===== src/rtl/z3_master_cycle_pkg.sv =====
// Shared Zorro III master definitions: FSM states, 68030 SIZ codes and byte-lane helpers.
package z3_master_cycle_pkg;

    typedef enum logic [2:0] {
        Z3M_IDLE,
        Z3M_ADDR,
        Z3M_STRB,
        Z3M_WAIT,
        Z3M_TERM,
        Z3M_RECOV
    } z3m_state_t;

    localparam logic [1:0] SIZ_LONG = 2'b00;
    localparam logic [1:0] SIZ_BYTE = 2'b01;
    localparam logic [1:0] SIZ_WORD = 2'b10;
    localparam logic [1:0] SIZ_3B   = 2'b11;

    // Active lanes in DS order (bit 3 = byte offset 0); the end is clamped so nothing wraps past the longword.
    function automatic logic [3:0] lane_mask(input logic [1:0] offset, input logic [1:0] siz);
        logic [2:0] len;
        logic [2:0] last;
        logic [3:0] mask;
        len  = (siz == SIZ_LONG) ? 3'd4 : {1'b0, siz};
        last = {1'b0, offset} + len;
        if (last > 3'd4) begin
            last = 3'd4;
        end
        mask = 4'b0000;
        for (int i = 0; i < 4; i++) begin
            mask[3 - i] = (3'(i) >= {1'b0, offset}) && (3'(i) < last);
        end
        return mask;
    endfunction

    function automatic logic [31:0] lane_bytes(input logic [3:0] mask);
        return {{8{mask[3]}}, {8{mask[2]}}, {8{mask[1]}}, {8{mask[0]}}};
    endfunction

endpackage


===== src/rtl/z3_master_cycle_sync_ff.sv =====
// Multi-stage synchronizer for an asynchronous bus input, reset to its inactive level.
module sync_ff #(
    parameter int unsigned STAGES  = 2,
    parameter logic        RST_VAL = 1'b1
) (
    input  logic CLK,
    input  logic RESET,
    input  logic d,
    output logic q
);

    logic [STAGES-1:0] sr;

    always_ff @(posedge CLK) begin
        if (RESET) begin
            sr <= {STAGES{RST_VAL}};
        end else begin
            sr[0] <= d;
            for (int i = 1; i < int'(STAGES); i++) begin
                sr[i] <= sr[i - 1];
            end
        end
    end

    assign q = sr[STAGES-1];

endmodule


===== src/rtl/z3_master_cycle.sv =====
// Zorro III bus-master cycle initiator: runs one address/strobe/data cycle per accepted local request.
module z3_master_cycle
    import z3_master_cycle_pkg::*;
#(
    parameter int unsigned TIMEOUT_CYCLES = 255,
    parameter int unsigned SYNC_STAGES    = 2
) (
    input  logic        CLK,
    input  logic        RESET,
    input  logic        BMASTER,
    input  logic        req_valid,
    output logic        req_ready,
    input  logic [31:0] req_addr,
    input  logic        req_read,
    input  logic [1:0]  req_siz,
    input  logic [31:0] req_wdata,
    output logic        rsp_valid,
    output logic [31:0] rsp_rdata,
    output logic        rsp_err,
    output logic [31:0] Z_A_o,
    output logic        Z_A_oe,
    output logic        Z_FCS_n_o,
    output logic [3:0]  Z_DS_n_o,
    output logic        Z_READ_o,
    output logic        Z_DOE_o,
    input  logic [31:0] Z_D_i,
    output logic [31:0] Z_D_o,
    output logic        Z_D_oe,
    input  logic        DTACK_n,
    input  logic        BERR_n,
    output logic        busy
);

    localparam int unsigned CNT_W = (TIMEOUT_CYCLES < 2) ? 1 : $clog2(TIMEOUT_CYCLES + 1);

    z3m_state_t       state;
    logic [CNT_W-1:0] cnt;
    logic             lat_read;
    logic [3:0]       lat_mask;
    logic [31:0]      lat_wdata;
    logic             dtack_s;
    logic             berr_s;
    logic             wait_exit;

    sync_ff #(.STAGES(SYNC_STAGES), .RST_VAL(1'b1)) u_sync_dtack (
        .CLK(CLK), .RESET(RESET), .d(DTACK_n), .q(dtack_s)
    );

    sync_ff #(.STAGES(SYNC_STAGES), .RST_VAL(1'b1)) u_sync_berr (
        .CLK(CLK), .RESET(RESET), .d(BERR_n), .q(berr_s)
    );

    // Ready must fall in the same cycle the grant is lost, so it cannot be registered.
    assign req_ready = (state == Z3M_IDLE) && BMASTER && !RESET;
    assign wait_exit = !berr_s || !dtack_s || (cnt == CNT_W'(TIMEOUT_CYCLES));

    always_ff @(posedge CLK) begin
        if (RESET) begin
            state     <= Z3M_IDLE;
            cnt       <= '0;
            lat_read  <= 1'b1;
            lat_mask  <= 4'b0000;
            lat_wdata <= 32'h0;
            rsp_valid <= 1'b0;
            rsp_rdata <= 32'h0;
            rsp_err   <= 1'b0;
            Z_A_o     <= 32'h0;
            Z_A_oe    <= 1'b0;
            Z_FCS_n_o <= 1'b1;
            Z_DS_n_o  <= 4'b1111;
            Z_READ_o  <= 1'b1;
            Z_DOE_o   <= 1'b0;
            Z_D_o     <= 32'h0;
            Z_D_oe    <= 1'b0;
            busy      <= 1'b0;
        end else begin
            rsp_valid <= 1'b0;
            case (state)
                Z3M_IDLE: begin
                    if (req_valid && req_ready) begin
                        state     <= Z3M_ADDR;
                        busy      <= 1'b1;
                        lat_read  <= req_read;
                        lat_mask  <= lane_mask(req_addr[1:0], req_siz);
                        lat_wdata <= req_wdata;
                        Z_A_o     <= req_addr;
                        Z_A_oe    <= 1'b1;
                        Z_READ_o  <= req_read;
                    end
                end
                Z3M_ADDR: begin
                    state     <= Z3M_STRB;
                    Z_FCS_n_o <= 1'b0;
                    if (!lat_read) begin
                        Z_D_oe <= 1'b1;
                        Z_D_o  <= lat_wdata;
                    end
                end
                Z3M_STRB: begin
                    state    <= Z3M_WAIT;
                    cnt      <= '0;
                    Z_DOE_o  <= 1'b1;
                    Z_DS_n_o <= ~lat_mask;
                end
                Z3M_WAIT: begin
                    if (wait_exit) begin
                        // Only a clean DTACK (no BERR) counts as success; data is kept for read lanes only.
                        state     <= Z3M_TERM;
                        Z_FCS_n_o <= 1'b1;
                        Z_DS_n_o  <= 4'b1111;
                        Z_DOE_o   <= 1'b0;
                        Z_D_oe    <= 1'b0;
                        rsp_valid <= 1'b1;
                        rsp_err   <= !(berr_s && !dtack_s);
                        rsp_rdata <= (berr_s && !dtack_s && lat_read) ?
                                     (Z_D_i & lane_bytes(lat_mask)) : 32'h0;
                    end else begin
                        cnt <= cnt + CNT_W'(1);
                    end
                end
                Z3M_TERM: begin
                    state     <= Z3M_RECOV;
                    Z_A_oe    <= 1'b0;
                    Z_READ_o  <= 1'b1;
                    rsp_err   <= 1'b0;
                    rsp_rdata <= 32'h0;
                end
                Z3M_RECOV: begin
                    if (dtack_s && berr_s) begin
                        state <= Z3M_IDLE;
                        busy  <= 1'b0;
                    end
                end
                default: begin
                    state <= Z3M_IDLE;
                    busy  <= 1'b0;
                end
            endcase
        end
    end

endmodule


===== config.mk =====
export PLATFORM = sky130hd
export DESIGN_NAME = z3_master_cycle
export DESIGN_NICKNAME = d
export VERILOG_FILES = /design/src/rtl/z3_master_cycle_pkg.sv /design/src/rtl/z3_master_cycle_sync_ff.sv /design/src/rtl/z3_master_cycle.sv
export SDC_FILE = /design/constraint.sdc
export NUM_CORES = 1
export LEC_CHECK = 0
export CAP_MARGIN = 25
export CORE_ASPECT_RATIO = 1.5
export CORE_UTILIZATION = 49
export DETAILED_ROUTE_END_ITERATION = 12
export HOLD_SLACK_MARGIN = 0.15
export MAX_ROUTING_LAYER = met4
export PLACE_DENSITY_LB_ADDON = 0.15
export SLEW_MARGIN = 25
export SYNTH_ARGS = -nofsm -noshare
export SYNTH_HDL_FRONTEND = slang
export SYNTH_SLANG_ARGS = --single-unit
export TNS_END_PERCENT = 50

===== constraint.sdc =====
create_clock -name CLK -period 2.5 [get_ports CLK]
set_input_delay 0.625 -clock CLK [delete_from_list [all_inputs] [get_ports CLK]]
set_output_delay 0.625 -clock CLK [all_outputs]
set_load 0.02 [all_outputs]

# == After elaboration in Yosys (flattened, before gate mapping) ==
# Index checks and enable logic that the tools add are counted.
# classes
addsub,2
n_lt_le_gt_ge,8
n_eq_ne,11
muxes,31
n_bitwise,5
n_reduce_logical,33
# ops
operator,n
32-bit two-way mux,2
32-bit case mux with 2 select lines,1
32-bit AND,1
3-bit two-way mux,8
3-bit case mux with 6 select lines,1
8-bit case mux with 2 select lines,1
2-bit AND reduction,7
1-bit case mux with 2 select lines,6
1-bit logical AND,9
3-bit AND reduction,3
"8-bit by 1-bit adder with 8-bit output, second input constant",1
"8-bit equality test, second input constant",1
1-bit two-way mux,8
8-bit two-way mux,1
"2-bit inequality test, second input constant",4
4-bit case mux with 2 select lines,1
2-bit nonzero test,4
"3-bit by 2-bit equality test with 1-bit output, second input constant",2
"3-bit equality test, second input constant",2
"1-bit by 3-bit less-than comparator with 1-bit output, first input constant",2
"2-bit by 3-bit less-than comparator with 1-bit output, first input constant",2
"1-bit by 2-bit greater-or-equal comparator with 1-bit output, first input constant",2
1-bit logical NOT,4
4-bit two-way mux,1
13 further kinds,16
# word_totals
register_bits,160
in_bits,105
output_inout_bits,109
wordCells,109

# == Logic depth before layout (Yosys ltp) ==
# depth
word_depth,10
ltp_mapped,8
ltp_nobuf,5

# == Modules after synthesis ==
# Synthesis repeated with hierarchy kept, for this count alone.
# hier_totals
cells_unflattened,733
hier_area_um2,6226.0
# by_module_without_submodules
mod,instances,cells_per_inst,area_each_um2
z3_master_cycle,1,725,6120.9
sync_ff,2,4,52.6

# == Worst setup path after synthesis ==
# No wires, ideal clock.
# synth_timing
kind,input port to flip-flop
startpoint,in req_siz[0]
endpoint,reg lat_mask[3]
setup_ps,132
arrival_ps,1742
t_required_ps,2368
path_slack_ps,625
cell_stages,6
path_buffers,1
path_cell_list,clkbuf_1 ha_1 fa_1 xor2_1 o311ai_1 a21oi_1
# synth_via
elab_chain_cells,10
# synth_rtl
item,line,source
from (decl),z3_master_cycle.sv:15,"input logic [1:0] req_siz,"
2-bit logical NOT,z3_master_cycle_pkg.sv:23,"len = (siz == SIZ_LONG) ? 3'd4 : {1'b0, siz};"
3-bit two-way mux (*),z3_master_cycle_pkg.sv:23,
2-bit by 3-bit adder with 3-bit output (*),z3_master_cycle_pkg.sv:24,"last = {1'b0, offset} + len;"
3-bit greater-than comparator,z3_master_cycle_pkg.sv:25,if (last > 3'd4) begin
3-bit two-way mux (*),z3_master_cycle_pkg.sv:25,
3-bit two-way mux (*),z3_master_cycle.sv:80,if (req_valid && req_ready) begin
3-bit two-way mux (*),z3_master_cycle.sv:78,case (state)
3-bit two-way mux (*),z3_master_cycle.sv:58,if (RESET) begin
1-bit by 3-bit less-than comparator with 1-bit output (*),z3_master_cycle_pkg.sv:30,"mask[3 - i] = (3'(i) >= {1'b0, offset}) && (3'(i) < last);"
1-bit logical AND (*),z3_master_cycle_pkg.sv:30,
to (signal assigned),z3_master_cycle.sv:84,"lat_mask <= lane_mask(req_addr[1:0], req_siz);"
to (decl),z3_master_cycle.sv:39,logic [3:0] lat_mask;
# Every way passes the cells marked *; elsewhere a longest branch is shown, timed or not. The select of a mux whose other input is x is not followed.
# A chain may end at the register's enable or synchronous reset.

# == Final worst setup path ==
# layout_timing
startpoint,in BMASTER
endpoint,out req_ready
# layout_via
elab_chain_cells,2
# layout_rtl
item,line,source
from (decl),z3_master_cycle.sv:10,"input logic BMASTER,"
1-bit logical AND (2 in series),z3_master_cycle.sv:54,assign req_ready = (state == Z3M_IDLE) && BMASTER && !RESET;
to (decl),z3_master_cycle.sv:12,"output logic req_ready,"
# Every way passes these cells.

==> reports/qor.yml <==
worst_setup_path:
  timing.rr.end: "Z_DS_n_o[2]"
  cpPeakStageDelay_ns: 0.44
  critPathMaxFanout: 2
  critPathArrivalTime_ns: 1.74
  crit_slowest_cell: "clkdlybuf4s50_1"
  crit_type: "in2out"
  rr_worst_depth: 5
  reg2reg_slack_ns: 0.49
  cp_cell_sequence: "clkdlybuf4s50_1 > nor3b_2 > and2_1 > dlygate4sd2_1"
  worstSetupEndpointType: "output pin"
  cp_top_family: "buffers and inverters"
  cp.required_ns: 1.88
  start_kind: "input pin"
  critPathBufInv: 2
  r2r_start: "cnt[0]"
cells_and_area:
  nFillCells: 935
  area_growth_pct: 44.2
  final_nets: 1026
  drive_above_1_share_pct: 11.1
  seqCellArea_um2: 3200
  diodes: 0
  multi_input_area_um2: 2720
clocking:
  cts_root_buf: "clkbuf_16"
  clk_pin_slew_ns: 0.06
  htreeDepth: 4
  clk_latency_ns: 0.42
  post_cts_resized: 1
  post_cts_buffers: 0
  cts_buffer_depth: 2
  cts_sinks: 160
  cts_buffers: 17
  cts_hold_buffers: 0
  cts_tree: "done"
placement:
  io_buffers: 213
  post-dp-hpwl_um: 11800
  gp_congestion: 0.834
hold_path:
  min_from: "u_sync_dtack.sr[0]"
  hp-class: "reg2reg"
  hold_end: "u_sync_dtack.sr[1]"
  hold_depth: 1
yosys:
  ys.flop_type: "dfxtp_1"
  synth_nets: 840
  async_flop_share_pct: 0
  yosys_warnings: 0
  synth_cell_types: 54
  ys_ff_latch: 160
  yosys.area.top_type: "dfxtp_1"
  syn_inst: 732
  synth_edf_count: 0
  synth_top_area_share_pct: 51.3
  ys_seq_area_share_pct: 51.3
  syn_area_um2: 6250
  synth.area.top_cells: "dfxtp_1 51%, nand2_1 13%, nand3_1 6.9%"
  syn_area_per_cell_um2: 8.53
pwr:
  pwr-share-clk_pct: 41.7
  p_switching_w: 0.00150
  irDropWorstVdd_mv: 0.588
  p_leak_nw: 3.53
  total_power_w: 0.00598
  p_sw_share_pct: 25.1
  seq_power_share_pct: 45.8
  p_int_w: 0.00448
  p_per_area_nw_per_um2: 664
  combPwrFrac_pct: 12.5
route:
  postRouteAntennaNets: 0
  dr_total_vias: 5875
  drtIter0Drc: 302
  first_pass_iters: 5
  finalWirelength_um: 17100
  viasPerCell: 5.40
  routedWlPerCell_um: 15.7
  drc: 0
timing:
  fin_crit_sh_pct: 94.6
  relSlewSlack_pct: 59.0
  hold_viol_final: 0
  fin_crit_ns: 2.36
  drv_slew: 0
  rsz0062_at_grt: "no"
  worst_pin_slew_ns: 0.613
  setup_viol: 0
  max_clock_freq_ghz: 0.423
  hold_slack_ns: 0.408
  clock-skew-final_ns: 0.00727
global_route:
  track_usage_pct: 27.0
  grt_max_degree: 52
  grt_pass1_wl_um: 27200
  overflow: 0
  grt_pass1_vias: 5661
  antenna_found_initial: 0
die:
  dieArea_um2: 13200
  rows: 50
  die_x_um: 94.2
  die_h_um: 140
  io_pins: 214
  core_area_um2: 12400
  start_util_pct: 50.2
run:
  drv_cap: 0
outcome:
  status: "finished clean"
-- routing by layer --
metal	GRT usage, %	wire (µm)	vias up
li1	-	-	2856
met1	29.9	6670	2763
met2	46.8	8920	229
met3	5.86	1160	27
met4	9.80	376	0
met5	-	0	-
-- logic make-up (layout without fill, tap and decap cells) --
| logic type | after synthesis | in the layout | synth area share [%] |
|---|---|---|---|
| AOI/OAI and AO/OA | 129 | 129 | 14.7 |
| xor gates and xnor gates | 1 | 1 | 0.140 |
| adders and majority gates | 3 | 3 | 0.721 |
| buffers and inverters | 66 | 265 | 5.47 |
| DFF | 160 | 160 | 51.3 |
| muxes | 1 | 1 | 0.160 |
| and+or+nand+nor | 372 | 372 | 27.5 |
-- placed cells by master (no fill, tap or decap), drive strengths merged, types with 2 or more instances in the layout --
master	Yosys	final
a211o	3	3
a21oi	42	42
and2	5	5
and3	8	8
and3b	2	2
buf	33	20
clkbuf	32	21
clkdlybuf4s50	0	211
clkinv	0	2
clkinvlp	0	6
dfxtp	160	160
ha	2	2
inv	1	3
nand2	219	219
nand3	97	97
nand3b	2	2
nand4	8	8
nor2	11	11
nor3	6	6
nor3b	2	2
o2111ai	4	4
o211a	2	2
o211ai	26	26
o21ai	40	40
o22a	3	3
or2	4	4
or3b	3	3
-- synth_stat cells (3+ instances only) --
master / number
nand2_1: 218
dfxtp_1: 160
nand3_1: 86
a21oi_1: 41
clkbuf_1: 31
o21ai_1: 27
o211ai_2: 25
o21ai_0: 13
buf_2: 12
nand3_2: 11
nor2_1: 10
buf_1: 9
and3_1: 8
buf_6: 8
nand4_1: 8
and2_1: 5
nor3_1: 5
buf_4: 4
o2111ai_1: 4
or2_2: 4
a211o_1: 3
o22a_1: 3
-- worst max path at each step --
stage,start,end,slack [ns],cells after the start
floorplan,req_siz[0],lat_mask[3],0.63,6
global placement,BMASTER,req_ready,-0.11,4
detailed placement,BMASTER,req_ready,-0.14,4
CTS,BMASTER,req_ready,0.13,4
global route,BMASTER,req_ready,0.09,4
finish,BMASTER,req_ready,0.14,4
-- flip-flops by register name, indices dropped and copies added, names as in the netlist --
| signal | cells |
|---|---|
| lat_mask | 4 |
| Z_DS_n_o | 4 |
| Z_A_o | 32 |
| u_sync_berr.sr | 2 |
| Z_DOE_o | 1 |
| state | 3 |
| busy | 1 |
| rsp_valid | 1 |
| lat_wdata | 32 |
| Z_READ_o | 1 |
| cnt | 8 |
| Z_A_oe | 1 |
| Z_D_oe | 1 |
| Z_FCS_n_o | 1 |
| rsp_err | 1 |
| rsp_rdata | 32 |
| Z_D_o | 32 |
| u_sync_dtack.sr | 2 |
| lat_read | 1 |
-- power groups by stage --
stage               clock network (W)  registers [W]  logic [W]
global route                  0.00264        0.00276   0.000802
floorplan                           0        0.00285   0.000305
finish                        0.00249        0.00274   0.000747
detailed placement                  0        0.00280   0.000747
global placement                    0        0.00279   0.000730
CTS                           0.00252        0.00274   0.000751
-- layout make-up --
| type | instances | share of cell area [%] |
|---|---|---|
| Sequential cell | 160 | 35.6 |
| Inverter | 1 | 0.0417 |
| Timing Repair Buffer | 232 | 25.6 |
| Clock buffer | 21 | 5.22 |
| Tap cell | 156 | 2.17 |
| Clock inverter | 11 | 1.18 |
| Multi-Input combinational cell | 506 | 30.2 |
-- per-stage QoR --
step	setup slack [ns]	area, µm²	utilization [%]	cells	TNS (ns)
finish	0.135	9010	72.4	1087	0
global route	0.0909	9010	72.4	1087	0
CTS	0.135	9010	72.4	1087	0
detailed placement	-0.135	8430	67.7	1055	-0.135
global placement	-0.112	8430	67.7	1055	-0.112
floorplan	0.625	6250	-	732	0
-- worst register-to-register path, cell delays in order, from the launching register on --
cell       delay [ns]
dfxtp_1          0.37
ha_1             0.26
and3_1           0.29
a21o_1           0.22
nand2_2          0.47
o2111ai_1        0.24
Note: power is estimated with default switching activity, not from simulation.
